==> config.mk <==
export PLATFORM = sky130hd
export DESIGN_NAME = pwm_multi_ch
export DESIGN_NICKNAME = d
export VERILOG_FILES = /design/src/rtl/pwm_pkg.sv /design/src/rtl/pwm_channel_cmp.sv /design/src/rtl/pwm_multi_ch.sv
export SDC_FILE = /design/constraint.sdc
export NUM_CORES = 1
export LEC_CHECK = 0
export CAP_MARGIN = 20
export CORE_UTILIZATION = 35
export CTS_BUF_LIST = sky130_fd_sc_hd__clkbuf_16
export CTS_CLUSTER_DIAMETER = 200
export DETAILED_ROUTE_END_ITERATION = 10
export GPL_TIMING_DRIVEN = 0
export PLACE_DENSITY = 0.6
export SLEW_MARGIN = 25
export SYNTH_ARGS = -nofsm -noshare
export SYNTH_HDL_FRONTEND = slang
export SYNTH_SLANG_ARGS = --single-unit
==> constraint.sdc <==
create_clock -name clk_i -period 2 [get_ports clk_i]
set_input_delay 0.4 -clock clk_i [delete_from_list [all_inputs] [get_ports clk_i]]
set_output_delay 0.4 -clock clk_i [all_outputs]
set_load 0.005 [all_outputs]
==> src/rtl/pwm_pkg.sv <==
// Shared types and helpers for the multi-channel PWM block (pwm_multi_ch).
package pwm_pkg;

  localparam int PWM_WIDTH    = 8;
  localparam int PWM_CHANNELS = 4;

  typedef logic [PWM_WIDTH-1:0]              pwm_cnt_t;
  typedef logic [PWM_CHANNELS*PWM_WIDTH-1:0] pwm_duty_vec_t;

  typedef enum logic {
    PWM_UP   = 1'b0,
    PWM_DOWN = 1'b1
  } pwm_dir_e;

  // Channel i occupies bits [i*PWM_WIDTH +: PWM_WIDTH] of a packed duty vector.
  function automatic pwm_cnt_t duty_slice(input pwm_duty_vec_t vec, input int i);
    return vec[i*PWM_WIDTH +: PWM_WIDTH];
  endfunction

endpackage

==> src/rtl/pwm_channel_cmp.sv <==
// One PWM channel: active duty register loaded on commit and a registered
// compare of the shared counter against that duty.
module pwm_channel_cmp #(
  parameter int WIDTH = 8
) (
  input  logic             clk_i,
  input  logic             rst_i,
  input  logic             enable_i,
  input  logic             commit_i,
  input  logic [WIDTH-1:0] shadowDuty_i,
  input  logic [WIDTH-1:0] cnt_i,
  output logic             pwm_o
);

  logic [WIDTH-1:0] duty_q;
  logic             pwm_q;

  // The compare uses the duty active for this cycle; a commit only affects the next period.
  always_ff @(posedge clk_i) begin
    if (rst_i) begin
      duty_q <= '0;
      pwm_q  <= 1'b0;
    end else begin
      if (commit_i) begin
        duty_q <= shadowDuty_i;
      end
      pwm_q <= enable_i && (cnt_i < duty_q);
    end
  end

  assign pwm_o = pwm_q;

endmodule

==> src/rtl/pwm_multi_ch.sv <==
// Multi-channel PWM with one shared period counter and a double-buffered period/duty set.
// Define PWM_CENTER_ALIGN_EN to add the center port and up/down (center-aligned) counting.
module pwm_multi_ch
  import pwm_pkg::*;
#(
  parameter int WIDTH    = PWM_WIDTH,
  parameter int CHANNELS = PWM_CHANNELS
) (
  input  logic                      clk_i,
  input  logic                      rst_i,
  input  logic                      enable_i,
  input  logic                      cfg_valid_i,
  output logic                      cfg_ready_o,
  input  logic [WIDTH-1:0]          cfg_period_i,
  input  logic [CHANNELS*WIDTH-1:0] cfg_duty_i,
`ifdef PWM_CENTER_ALIGN_EN
  input  logic                      center_i,
`endif
  output logic [CHANNELS-1:0]       pwm_out_o,
  output logic                      period_tick_o
);

  logic [WIDTH-1:0]          cnt_q, cnt_d;
  logic [WIDTH-1:0]          period_q;
  logic [WIDTH-1:0]          shadowPeriod_q;
  logic [CHANNELS*WIDTH-1:0] shadowDuty_q;
  logic                      pending_q;
  logic                      periodTick_q;
  logic                      boundary;
  logic                      commit;
  logic                      transfer;

  assign transfer    = cfg_valid_i && !pending_q;
  assign commit      = pending_q && (boundary || !enable_i);
  assign cfg_ready_o = !pending_q;

`ifdef PWM_CENTER_ALIGN_EN
  pwm_dir_e dir_q, dir_d;
  logic     center_q;

  // Center mode folds at the top; periods of 0 or 1 have no down leg and wrap directly.
  always_comb begin
    cnt_d    = cnt_q + 1'b1;
    dir_d    = dir_q;
    boundary = 1'b0;
    if (!center_q) begin
      if (cnt_q == period_q) begin
        cnt_d    = '0;
        boundary = 1'b1;
      end
    end else if (dir_q == PWM_UP) begin
      if (cnt_q == period_q) begin
        if (period_q <= WIDTH'(1)) begin
          cnt_d    = '0;
          boundary = 1'b1;
        end else begin
          cnt_d = cnt_q - 1'b1;
          dir_d = PWM_DOWN;
        end
      end
    end else begin
      cnt_d = cnt_q - 1'b1;
      if (cnt_q == WIDTH'(1)) begin
        cnt_d    = '0;
        dir_d    = PWM_UP;
        boundary = 1'b1;
      end
    end
    if (!enable_i) begin
      cnt_d    = '0;
      dir_d    = PWM_UP;
      boundary = 1'b0;
    end
  end

  always_ff @(posedge clk_i) begin
    if (rst_i) begin
      dir_q    <= PWM_UP;
      center_q <= 1'b0;
    end else begin
      dir_q <= dir_d;
      if (boundary || !enable_i) begin
        center_q <= center_i;
      end
    end
  end
`else
  always_comb begin
    cnt_d    = cnt_q + 1'b1;
    boundary = 1'b0;
    if (cnt_q == period_q) begin
      cnt_d    = '0;
      boundary = 1'b1;
    end
    if (!enable_i) begin
      cnt_d    = '0;
      boundary = 1'b0;
    end
  end
`endif

  // A transfer is only possible with nothing pending, so it never coincides with a commit.
  always_ff @(posedge clk_i) begin
    if (rst_i) begin
      cnt_q          <= '0;
      period_q       <= '1;
      shadowPeriod_q <= '0;
      shadowDuty_q   <= '0;
      pending_q      <= 1'b0;
      periodTick_q   <= 1'b0;
    end else begin
      cnt_q        <= cnt_d;
      periodTick_q <= boundary;
      if (commit) begin
        period_q  <= shadowPeriod_q;
        pending_q <= 1'b0;
      end
      if (transfer) begin
        shadowPeriod_q <= cfg_period_i;
        shadowDuty_q   <= cfg_duty_i;
        pending_q      <= 1'b1;
      end
    end
  end

  assign period_tick_o = periodTick_q;

  for (genvar c = 0; c < CHANNELS; c++) begin : gen_ch
    logic [WIDTH-1:0] shadowSlice;
    if (WIDTH == PWM_WIDTH && CHANNELS == PWM_CHANNELS) begin : g_pkg
      assign shadowSlice = duty_slice(shadowDuty_q, c);
    end else begin : g_generic
      assign shadowSlice = shadowDuty_q[c*WIDTH +: WIDTH];
    end

    pwm_channel_cmp #(.WIDTH(WIDTH)) u_ch (
      .clk_i        (clk_i),
      .rst_i        (rst_i),
      .enable_i     (enable_i),
      .commit_i     (commit),
      .shadowDuty_i (shadowSlice),
      .cnt_i        (cnt_q),
      .pwm_o        (pwm_out_o[c])
    );
  end

endmodule

==> results.sh <==
export IMPL_vias=5127
export IMPL_drtAntennaViolNets=0
export IMPL_clk_pin_slew_worst_paths_ns=0.07
export IMPL_start_util_pct=35.70
export IMPL_rows=44
export IMPL_dp_hpwl_um=11520
export IMPL_hold_viol=0
export IMPL_p_comb_share_pct=12.8
export IMPL_p_leak_nw=2.092
export IMPL_synth_edff_count=0
export IMPL_synth_area_um2=5169
export IMPL_layout_drive_gt1_share_pct=7.183
export IMPL_overflow=0
export IMPL_viasPerCell=5.735
export IMPL_antenna_found_initial=0
export IMPL_multiInputGateArea_um2=2875
export IMPL_ys_seq_area_share_pct=36.41
export IMPL_synth_cell_types=36
export IMPL_port_buffers=47
export IMPL_fmax_ghz=0.5204
export IMPL_clkLatencyLatePin_ns=0.35
export IMPL_synth_ff_type="dfxtp_1"
export IMPL_power_mw=4.328
export IMPL_relSlewSlack_pct=56.66
export IMPL_fp_coreArea_um2=14480
export IMPL_grt_max_degree=16
export IMPL_cts_tree="done"
export IMPL_cp_start_kind="register"
export IMPL_wire_per_inst_um=17.70
export IMPL_drt_iter0_markers=320
export IMPL_rrSetupSlack_ns=0.08
export IMPL_period_needed_ns=1.922
export IMPL_dieArea_um2=15260
export IMPL_clkPwrFrac_pct=39.8
export IMPL_cts_sinks=94
export IMPL_r2r_end="gen_ch[3].u_ch.duty_q[5]"
export IMPL_num_io_pins=50
export IMPL_fin_nets=778
export IMPL_status="finished, final reports clean"
export IMPL_grt_pass1_vias=4854
export IMPL_hold_path_depth=2
export IMPL_p_int_mw=3.158
export IMPL_worstPathArrival_ns=2.13
export IMPL_min_period_over_period_pct=96.08
export IMPL_r2r_start="cnt_q[3]"
export IMPL_die_w_um=123.5
export IMPL_clock_root_buffer="clkbuf_16"
export IMPL_reg2reg_depth=5
export IMPL_post_place_ws_ns=-0.1647
export IMPL_fin_worst_skew_ns=0.007741
export IMPL_crit_fanout=10
export IMPL_htreeDepth=3
export IMPL_drt_drc_violations_left=0
export IMPL_ys_ff_latch=94
export IMPL_power_density_nw_per_um2=699.5
export IMPL_required_ns=2.21
export IMPL_worstSetupPathType="reg -> reg"
export IMPL_gp_congestion=0.8519
export IMPL_ir_drop_mv=0.3442
export IMPL_tightestPinTransition_ns=0.6501
export IMPL_hold_slack_ns=0.4797
export IMPL_avgSynthCellArea_um2=7.989
export IMPL_ys_warn_count=0
export IMPL_final_seq_area_um2=1892
export IMPL_hold_start="shadowDuty_q[13]"
export IMPL_placedInstanceArea_um2=5869
export IMPL_end_kind="register"
export IMPL_die_h_um=123.5
export IMPL_finalSetupViolations=0
export IMPL_worstHoldEndpoint="shadowDuty_q[13]"
export IMPL_clockBufferDepth=2
export IMPL_dr_pass1_iters=5
export IMPL_setup_slack_ns=0.07847
export IMPL_cts_inserted_buffers=9
export IMPL_slew_viol_final=0
export IMPL_rsz0062_at_grt="false"
export IMPL_seqPwrFrac_pct=47.4
export IMPL_cap_violations=0
export IMPL_final_area_um2=6187
export IMPL_fin_util_pct=42.73
export IMPL_hp_class="reg -> reg"
export IMPL_switching_share_pct=27.03
export IMPL_ys_async_sr_fraction_pct=0
export IMPL_diodes=0
export IMPL_grt_pass1_wl_um=25040
export IMPL_area_delta_synth_final_pct=19.70
export IMPL_fillers=1485
export IMPL_netlist_instances=647
export IMPL_grt_use_total_pct=21.80
export IMPL_p_sw_mw=1.170
export IMPL_drt_total_wl_um=15830
export IMPL_synth_fp_nets=720
[Yosys cell counts, types with 2 or more instances]
cell         n  area (µm²)
nand2_1    145       544.3
dfxtp_1     94        1882
nor3_1      44       220.2
clkbuf_1    42       157.7
a21oi_1     41       205.2
a31oi_1     32       200.2
or4_1       32       240.2
ha_1        29       362.9
inv_1       29       108.9
o311ai_1    28       245.2
a211oi_1    16       120.1
a21o_1      12       90.09
buf_1        9       33.78
a2111oi_0    8       70.07
o41ai_1      8       70.07
or3_1        8       50.05
buf_2        7       35.03
and4_1       6       52.55
nand2b_1     5       31.28
nor3b_1      5       37.54
xnor2_1      5       43.79
xnor2_2      5       81.33
buf_4        4       30.03
buf_6        4       45.04
nand3_1      4       20.02
o21a_1       4       30.03
o21ai_0      4       20.02
o311ai_0     4       35.03
xor2_1       4       35.03
and3_1       2       12.51
nor2_1       2       7.510
[worst max-delay path by stage]
| stage | from | end | slack, ns | cells past startpoint |
|---|---|---|---|---|
| after floorplan | cnt_q[3] | gen_ch[1].u_ch.duty_q[5] | 0.36 | 5 |
| after global placement | cfg_valid_i | shadowDuty_q[27] | -0.13 | 5 |
| after detailed placement | cfg_valid_i | shadowDuty_q[27] | -0.16 | 5 |
| after CTS | pending_q | cfg_ready_o | 0.01 | 4 |
| after global routing | cnt_q[3] | gen_ch[2].u_ch.duty_q[6] | 0.009 | 5 |
| final | cnt_q[3] | gen_ch[3].u_ch.duty_q[5] | 0.08 | 5 |
[cells by family after synthesis]
logic type / count (synthesis) / synth area share [%]
and+or+nand+nor: 256 / 24.30
AOI/OAI and AO/OA: 158 / 21.16
buffers and inverters: 96 / 8.012
DFF: 94 / 36.41
adders and majority gates: 29 / 7.020
xor gates and xnor gates: 14 / 3.098
[timing repair]
action | CTS | global route
buffers inserted | 0 | 1
endpoints found under the setup margin | 45 | 36
cloned | 0 | 0
hold buffers | 0 | 0
pin swaps | 0 | 1
resized for setup | 14 | 9
[cell type report]
class	instances	share of cell area [%]
Inverter	30	1.901
Sequential cell	94	30.58
Tap cell	184	3.721
Timing Repair Buffer	48	7.725
Buffer	65	4.934
Clock inverter	7	1.031
Multi-Input combinational cell	457	46.47
Clock buffer	9	3.640
[worst max-delay path, stage by stage, from the launching register on]
cell and delay, ns:
dfxtp_2 0.52, xnor2_2 0.18, nand4_4 0.23, nor2_2 0.21
clkbuf_1 0.47, o311ai_1 0.17
[state kept, by name, indices dropped and copies added (netlist names)]
name,cells
cnt_q,8
shadowPeriod_q,8
gen_ch.u_ch.pwm_o,4
period_q,8
gen_ch.u_ch.duty_q,32
pending_q,1
period_tick_o,1
shadowDuty_q,32
[metal layers]
layer  share of wire (%)  GRT usage (%)  vias up
met5                   0              0        -
met3                 5.9          3.275       33
li1                    -              -     2470
met2                  46          35.34      199
met4                 2.9          10.92        0
met1                  45          28.09     2425
[per-stage QoR]
stage | std cells | TNS (ns)
6_report | 894 | 0
5_1_grt | 894 | 0
4_1_cts | 894 | 0
3_5_place_dp | 878 | -4.577
3_3_place_gp | 878 | -3.516
2_1_floorplan | 647 | 0
[power groups by stage]
| stage | Combinational, mW | Sequential (mW) | Clock (mW) |
|---|---|---|---|
| after floorplan | 0.340 | 2.06 | 0 |
| after global placement | 0.534 | 2.09 | 0 |
| after detailed placement | 0.548 | 2.09 | 0 |
| after CTS | 0.555 | 2.05 | 1.75 |
| after global routing | 0.612 | 2.06 | 1.81 |
| final | 0.554 | 2.05 | 1.72 |
[placed cells by master (no fill, tap or decap), drive strengths merged, types with 10 or more instances in the layout]
cell and count:
clkdlybuf4s50 47, or4 32, inv 30, xnor2 10
a31oi 32, clkbuf 50, ha 29, a21o 12
dfxtp 94, a21oi 41, buf 25, nor3 44
nand2 145, o311ai 32, a211oi 16
Power figures use the tool's default switching activity.
